### config.mk
export PLATFORM = sky130hd
export DESIGN_NAME = pc_redirect_arbiter
export DESIGN_NICKNAME = d
export VERILOG_FILES = /design/src/rtl/pc_redirect_arbiter.sv
export SDC_FILE = /design/constraint.sdc
export NUM_CORES = 1
export LEC_CHECK = 0
export ABC_AREA = 1
export CAP_MARGIN = 20
export CORE_ASPECT_RATIO = 1.2
export CORE_MARGIN = 2
export CORE_UTILIZATION = 48
export CTS_CLUSTER_SIZE = 28
export DETAILED_ROUTE_END_ITERATION = 16
export PLACE_DENSITY = 0.95
export SLEW_MARGIN = 20
export SYNTH_ARGS = -nofsm -noshare
export SYNTH_HDL_FRONTEND = slang
export SYNTH_SLANG_ARGS = --single-unit
### constraint.sdc
create_clock -name Clk -period 3.4 [get_ports Clk]
set_input_delay 0.68 -clock Clk [delete_from_list [all_inputs] [get_ports Clk]]
set_output_delay 0.68 -clock Clk [all_outputs]
set_load 0.005 [all_outputs]
### src/rtl/pc_redirect_arbiter.sv
// Fixed-priority redirect scheduler (ROB > predecode > BTB) with a one-entry hold
// register that parks the winner across fetch stalls. Optional epoch counter: PC_REDIR_EPOCH_EN.
module pc_redirect_arbiter #(
  parameter int ADDR_W  = 32,
  parameter int EPOCH_W = 3
) (
  input  logic               Clk,
  input  logic               Rest,
  input  logic               IcacheBusy,
  input  logic               CtrlStop,
  input  logic               BtbPredictAble,
  input  logic [ADDR_W-1:0]  BtbPreDictPc,
  input  logic               PreReDirAble,
  input  logic [ADDR_W-1:0]  PreReDirPc,
  input  logic               RobReDirAble,
  input  logic [ADDR_W-1:0]  RobReDirPc,
  output logic               PcStop,
  output logic               RedirAble,
  output logic [ADDR_W-1:0]  RedirPc,
  output logic               FlushFetch,
  output logic               FlushDecode,
  output logic               PendValid,
  output logic [EPOCH_W-1:0] FetchEpoch
);

  typedef enum logic {IDLE = 1'b0, HOLD = 1'b1} state_e;

  state_e              state_q, state_d;
  logic [1:0]          pend_rank_q, pend_rank_d;
  logic [ADDR_W-1:0]   pend_pc_q, pend_pc_d;
  logic                redir_able_q, redir_able_d;
  logic [ADDR_W-1:0]   redir_pc_q, redir_pc_d;
  logic                flush_fetch_q, flush_fetch_d;
  logic                flush_decode_q, flush_decode_d;

  logic                stall;
  logic [1:0]          rank_new;
  logic [ADDR_W-1:0]   pc_new;
  logic                take_new;
  logic                cand_valid;
  logic [1:0]          cand_rank;
  logic [ADDR_W-1:0]   cand_pc;

  assign stall  = IcacheBusy | CtrlStop;
  assign PcStop = stall;

  always_comb begin
    rank_new = 2'd0;
    pc_new   = '0;
    if (RobReDirAble) begin
      rank_new = 2'd3;
      pc_new   = RobReDirPc;
    end else if (PreReDirAble) begin
      rank_new = 2'd2;
      pc_new   = PreReDirPc;
    end else if (BtbPredictAble) begin
      rank_new = 2'd1;
      pc_new   = BtbPreDictPc;
    end
  end

  // Equal rank favours the new request: the younger redirect supersedes the parked one.
  assign take_new   = (rank_new != 2'd0) && (rank_new >= pend_rank_q);
  assign cand_valid = take_new || (pend_rank_q != 2'd0);
  assign cand_rank  = take_new ? rank_new : pend_rank_q;
  assign cand_pc    = take_new ? pc_new : pend_pc_q;

  always_comb begin
    state_d        = state_q;
    pend_rank_d    = pend_rank_q;
    pend_pc_d      = pend_pc_q;
    redir_able_d   = 1'b0;
    redir_pc_d     = redir_pc_q;
    flush_fetch_d  = take_new && rank_new[1];
    flush_decode_d = take_new && (rank_new == 2'd3);
    if (cand_valid) begin
      if (stall) begin
        pend_rank_d = cand_rank;
        pend_pc_d   = cand_pc;
        state_d     = HOLD;
      end else begin
        redir_able_d = 1'b1;
        redir_pc_d   = cand_pc;
        pend_rank_d  = 2'd0;
        state_d      = IDLE;
      end
    end
  end

  always_ff @(posedge Clk) begin
    if (Rest) begin
      state_q        <= IDLE;
      pend_rank_q    <= 2'd0;
      pend_pc_q      <= '0;
      redir_able_q   <= 1'b0;
      redir_pc_q     <= '0;
      flush_fetch_q  <= 1'b0;
      flush_decode_q <= 1'b0;
    end else begin
      state_q        <= state_d;
      pend_rank_q    <= pend_rank_d;
      pend_pc_q      <= pend_pc_d;
      redir_able_q   <= redir_able_d;
      redir_pc_q     <= redir_pc_d;
      flush_fetch_q  <= flush_fetch_d;
      flush_decode_q <= flush_decode_d;
    end
  end

  assign RedirAble   = redir_able_q;
  assign RedirPc     = redir_pc_q;
  assign FlushFetch  = flush_fetch_q;
  assign FlushDecode = flush_decode_q;
  assign PendValid   = (state_q == HOLD);

`ifdef PC_REDIR_EPOCH_EN
  logic [EPOCH_W-1:0] epoch_q;

  // Advances on the same edge that registers the fetch flush, so tag and flush line up.
  always_ff @(posedge Clk) begin
    if (Rest) begin
      epoch_q <= '0;
    end else if (flush_fetch_d) begin
      epoch_q <= epoch_q + EPOCH_W'(1);
    end
  end

  assign FetchEpoch = epoch_q;
`else
  assign FetchEpoch = '0;
`endif

endmodule

Word-level counts from Yosys, hierarchy flattened
Index checks and enable logic that the tools add are counted.

storage, ports and cells
  input port bits = 103
  output and inout bits = 40
  bits in registers = 70

cells by class
  equality and inequality tests = 2
  reduce and logical (&&, ||, !) cells = 10
  mux-type cells = 11
  $lt $le $gt $ge = 1
  bitwise gates (word level) = 3

operators by type and width
  cell                count
  $mux 32             4
  $mux 2              4
  $reduce_and 2->1    3
  $reduce_bool 2->1   2
  $logic_and 1x1->1   3
  $mux 1              3
  $eq 2x2->1 const B  1
  $ge 2x2->1          1
  $ne 2x1->1 const B  1
  $not 1->1           2
  $reduce_or 2->1     1
  $logic_or 1x1->1    1
  $or 1x1->1          1

Logic depth before layout (Yosys ltp)
  depth in word-level cells = 8
  gate-level depth with buffers = 15

Worst setup path after synthesis
No wires, ideal clock.

  kind = input to register
  start point = input port RobReDirAble
  end point = register pend_pc_q[0]
  path slack = 1.059 ns
  setup time = 0.112 ns
  data required time = 3.288 ns
  arrival = 2.229 ns
  stages on the path = 15
  path buffers = 4
  cell sequence = buf_4 inv_4 buf_2 nand2_1 ha_1 nand2_1 nand3_1 nand2_2 buf_6 inv_4 buf_6 nand2_1 nand2_1 nor2_1 nor2_1

on the way
  longest elaborated chain between the ends = 5

ends and longest elaborated chain
  element                                          RTL line  text
  from (decl)                                      15        input logic RobReDirAble,
  $mux 2                                           50        if (RobReDirAble) begin
  $ge 2x2->1 or $reduce_bool 2->1 (tied branches)  63        assign take_new = (rank_new != 2'd0) && (rank_new >= pend_rank_q);
  $logic_and 1x1->1                                63
  $logic_or 1x1->1                                 64        assign cand_valid = take_new || (pend_rank_q != 2'd0);
  $reduce_and 2->1 (no line)                       -
  to (signal assigned)                             102       pend_pc_q <= pend_pc_d;
  to (decl)                                        30        logic [ADDR_W-1:0] pend_pc_q, pend_pc_d;

Several ways; a longest one is shown, not always the timed one.
A chain may end at the register's enable or synchronous reset.

Final worst setup path
  start point = input port PreReDirAble
  end point = register pend_pc_q[19]

on the way
  longest elaborated chain between the ends = 6

ends and longest elaborated chain
  element                                          RTL line  text
  from (decl)                                      13        input logic PreReDirAble,
  $mux 2                                           53        end else if (PreReDirAble) begin
  $mux 2                                           50
  $ge 2x2->1 or $reduce_bool 2->1 (tied branches)  63
  $logic_and 1x1->1                                63
  $logic_or 1x1->1                                 64
  $reduce_and 2->1 (no line)                       -

Several ways; a longest one is shown, not always the timed one.

==> results.md <==
- The number of antenna violations at the first check in global routing was 0.
- Clock-pin slew was measured on the worst setup and hold paths at 0.07 ns.
- The number of top-level pins is 143.
- From left edge to right edge, the die measures 86.0 um.
- The maximum VDD drop is 0.199 mV.
- The insertion delay to the later sink of the worst-skew pair is 0.35 ns.
- By area the synthesized netlist is led by sky130_fd_sc_hd__dfxtp_1, sky130_fd_sc_hd__nand2_1, sky130_fd_sc_hd__nor2_1, sky130_fd_sc_hd__a21oi_1, sky130_fd_sc_hd__nand3_1.
- The post-synthesis cell count is 634.
- After synthesis, the mean cell area works out to 6.11 um^2.
- The first global-routing pass estimated 19300 um of wire.
- The worst setup path is captured at a register.
- The critical path startpoint category is a primary input.
- Of the total synthesized cell area, the portion taken by full adders, half adders and majority gates is 0.00646.
- The pre-antenna-repair detailed-routing pass consisted of 4 iterations.
- The cell with the largest stage delay on the worst path is sky130_fd_sc_hd__clkdlybuf4s50_1.
- The relative slew slack is 0.471.
- The class of the tightest hold or removal check is reg2reg.
- By area, the combinational part of the netlist is dominated by simple AND/OR/NAND/NOR gates.
- For this run the aggregate overflow at the end of global routing stands at 0.
- After detailed routing, the number of remaining DRC violations is 0.
- For this run, the slowest stage of the critical path takes 0.47 ns.
- The flop-to-flop setup slack is 1.27 ns.
- Routability-driven placement finished with a final weighted congestion of 0.769.
- The top cell type's share of synthesized area is 0.362.
- The final count of hold timing violations is 0.
- Yosys printed 0 warnings.
- The worst path arrival time is 3.08 ns.
- The initial utilization of the core area, before any placement, comes to 0.499.
- Detailed routing inserted a total of 4388 vias.
- The transition time at the pin with the least slew margin is 0.792 ns.
- In this run, CTS created clock tree buffers numbering 9.
- TritonCTS built the clock tree.
- The number of nets in the final layout is 854.
- The number of setup buffers added after CTS is 0.
- Dividing total power by cell area gives a power density of 435 nW/um^2.
- The flow ran to the end, and the final reports show no timing, DRC or antenna violations.
- The die covers 8800 um^2.
- The critical path in this run is classified as in2reg.
- Of the total synthesized cell area, the portion taken by AND, OR, NAND and NOR gates is 0.422.
- The final critical path time including I/O delays and setup is 2.85 ns.
- The number of placement rows is 35.
- The mapped netlist covers 3870 um^2.
- The leading area contributor after synthesis is sky130_fd_sc_hd__dfxtp_1.
- The synthesis-to-layout area growth is 39.1%.
- The detailed placement HPWL is 7920 um.
- Synthesis inferred 70 register bits.
- The total track usage is 0.274.
- Derived from the worst setup path, the maximum achievable clock frequency is 351 MHz.
- Setup repair after global routing left no endpoint under its margin.
- The tree built by TritonCTS fans out to 70 sinks.
- Adding up every negative setup slack in the final design gives 0 ns.
- Of the cells placed in the final design, the portion with a size suffix greater than 1 is 0.0504.
- In the layout the commonest cells are sky130_fd_sc_hd__nand2_1, sky130_fd_sc_hd__clkdlybuf4s50_1, sky130_fd_sc_hd__nor2_1, sky130_fd_sc_hd__dfxtp_1, sky130_fd_sc_hd__a21oi_1.
- Leaving out fill and tap cells, the most frequent cell in the layout is sky130_fd_sc_hd__nand2_1.
- The final layout contains routed wiring with a total length of 11700 um.
- The required time reported for the critical path endpoint is 3.64 ns.
- The maximum net fanout on the critical path is 37.
- In this run the most critical hold path is launched from RedirPc[28]$_SDFFE_PP0P_.
- The first-iteration detailed-routing DRC count is 199.
- The clock skew after layout is 0.0104 ns.
- The capture point of the worst reg-to-reg path is pend_pc_q[19]$_SDFFE_PP0P_.
- In this run, post-CTS repair resized a total of 0 instances.
- The leakage power figure is 2.50 nW.
- In the finished design, the share of the clock period the worst path needs comes to 0.838.
- In this run the critical register-to-register path is launched from pend_rank_q[1]$_SDFFE_PP0P_.
- The clock tree root buffer cell is sky130_fd_sc_hd__clkbuf_8.
- Of the total synthesized cell area, the portion taken by XOR and XNOR cells is 0.
- In the routed layout, each cell is associated on average with a via count of 5.19.
- The pin count of the biggest net entering global routing is 38.
- Buffers placed on the I/O ports in this run total 139.
- The number of diodes is 0.
- The H-tree generated during clock tree synthesis spans 3 levels.
- The vertical extent of the die is 102 um.
- The standard cell core area is 7750 um^2.
- For this run, the share of the core covered by cells in the final layout is 0.695.
- The number of hold buffers added after CTS was 0.
- The via count of the first global-routing pass is 4485.
- The post-synthesis cell type count is 18.
- In this run the deepest clock path goes through 2 buffers.
- The count of antenna-violating nets left after detailed routing is 0.
- Setup violations remaining at the end of the flow were counted as 0.
- The cell depth of the worst min-delay path is 2.
- Across the run, the number of max-cap violations was 0.
- For hold timing, the worst endpoint is RedirPc[28]$_SDFFE_PP0P_.
- The final-report max-slew violation count is 0.
- In the final routed layout, each cell accounts on average for 13.8 um.
- The part of the Yosys area used for sequential elements is 0.362.
- In this run the cell area measured after placement is 5180 um^2.
- The cell count of the worst reg-to-reg path is 11.
- The most frequent cell on the critical path is sky130_fd_sc_hd__nand2_1.
- The portion of synthesized area spent on multiplexers is 0.
- After routing the design area is 5390 um^2.
- The compound-gate portion of the synthesized area was 0.0879.
- Walking the worst path, the cells encountered are clkdlybuf4s50_1 -> inv_4 -> nand2_1 -> ha_1 -> nand2_1 -> nand3_1 -> nand2_2 -> buf_4 -> inv_4 -> nand2_1 -> nand2_1 -> nor2_1 -> nor2_1.
==> worst max-delay path: cells and delay by family <==
family / cells / cell delay, ns
adders and majority gates: 1 / 0.31
and+or+nand+nor: 8 / 0.82
buffers and inverters: 4 / 1.28
==> state kept, by name, summed over array words and instances, names as in the netlist <==
| name | count |
|---|---|
| FlushDecode | 1 |
| RedirPc | 32 |
| pend_rank_q | 2 |
| RedirAble | 1 |
| FlushFetch | 1 |
| pend_pc_q | 32 |
| PendValid | 1 |
==> layout make-up <==
cell class,instances,area [um^2]
Fill cell,647,2360
Multi-Input combinational cell,477,2010
Timing Repair Buffer,150,1490
Sequential cell,70,1400
Inverter,41,161
Clock buffer,11,151
Tap cell,92,115
Clock inverter,5,57.6
==> through the flow <==
stage / power (mW) / instances / worst slack [ns] / hold WS [ns]
6_report: 2.34 / 846 / 0.551 / 0.473
2_1_floorplan: 1.41 / 636 / 1.06 / 0.450
4_1_cts: 2.35 / 846 / 0.578 / 0.473
3_3_place_gp: 1.61 / 830 / 0.364 / 0.461
5_1_grt: 2.47 / 846 / 0.336 / 0.500
3_5_place_dp: 1.65 / 830 / 0.227 / 0.462
==> per-layer routing <==
layer | track usage | wire [um] | vias to the layer above
met4 | 0.115 | 225 | 0
met1 | 0.281 | 4400 | 1981
li1 | - | - | 2195
met5 | 0 | 0 | -
met2 | 0.535 | 6110 | 193
met3 | 0.0509 | 949 | 19
==> synthesized netlist by cell type <==
cell type,instances
sky130_fd_sc_hd__nand2_1,232
sky130_fd_sc_hd__nor2_1,99
sky130_fd_sc_hd__dfxtp_1,70
sky130_fd_sc_hd__a21oi_1,68
sky130_fd_sc_hd__nand3_1,67
sky130_fd_sc_hd__inv_1,38
sky130_fd_sc_hd__buf_2,19
sky130_fd_sc_hd__buf_4,13
sky130_fd_sc_hd__clkbuf_1,8
sky130_fd_sc_hd__buf_6,7
sky130_fd_sc_hd__inv_4,3
sky130_fd_sc_hd__nand2_2,3
sky130_fd_sc_hd__ha_1,2
sky130_fd_sc_hd__buf_1,1
sky130_fd_sc_hd__conb_1,1
sky130_fd_sc_hd__nand3b_4,1
sky130_fd_sc_hd__nor2_4,1
sky130_fd_sc_hd__or2_2,1
==> logic make-up after synthesis <==
logic type,after synthesis
adders and majority gates,2
and+or+nand+nor,404
buffers and inverters,89
AOI/OAI and AO/OA,68
DFF,70
other,1
==> worst max-delay path by stage <==
stage | from | end | slack [ns] | depth (start not counted)
after detailed placement | PreReDirAble | pend_pc_q[19]$_SDFFE_PP0P_ | 0.23 | 13
after floorplan | RobReDirAble | pend_pc_q[0]$_SDFFE_PP0P_ | 1.06 | 15
after global routing | PreReDirAble | pend_pc_q[12]$_SDFFE_PP0P_ | 0.34 | 13
after global placement | PreReDirAble | pend_pc_q[6]$_SDFFE_PP0P_ | 0.36 | 13
final | PreReDirAble | pend_pc_q[19]$_SDFFE_PP0P_ | 0.55 | 13
after CTS | PreReDirAble | pend_pc_q[6]$_SDFFE_PP0P_ | 0.58 | 13
==> power by group <==
part           switching (mW)  internal [mW]
clock network           0.325          0.377
logic                   0.371          0.306
registers              0.0506          0.914
Note: power is estimated with default switching activity, not from simulation.
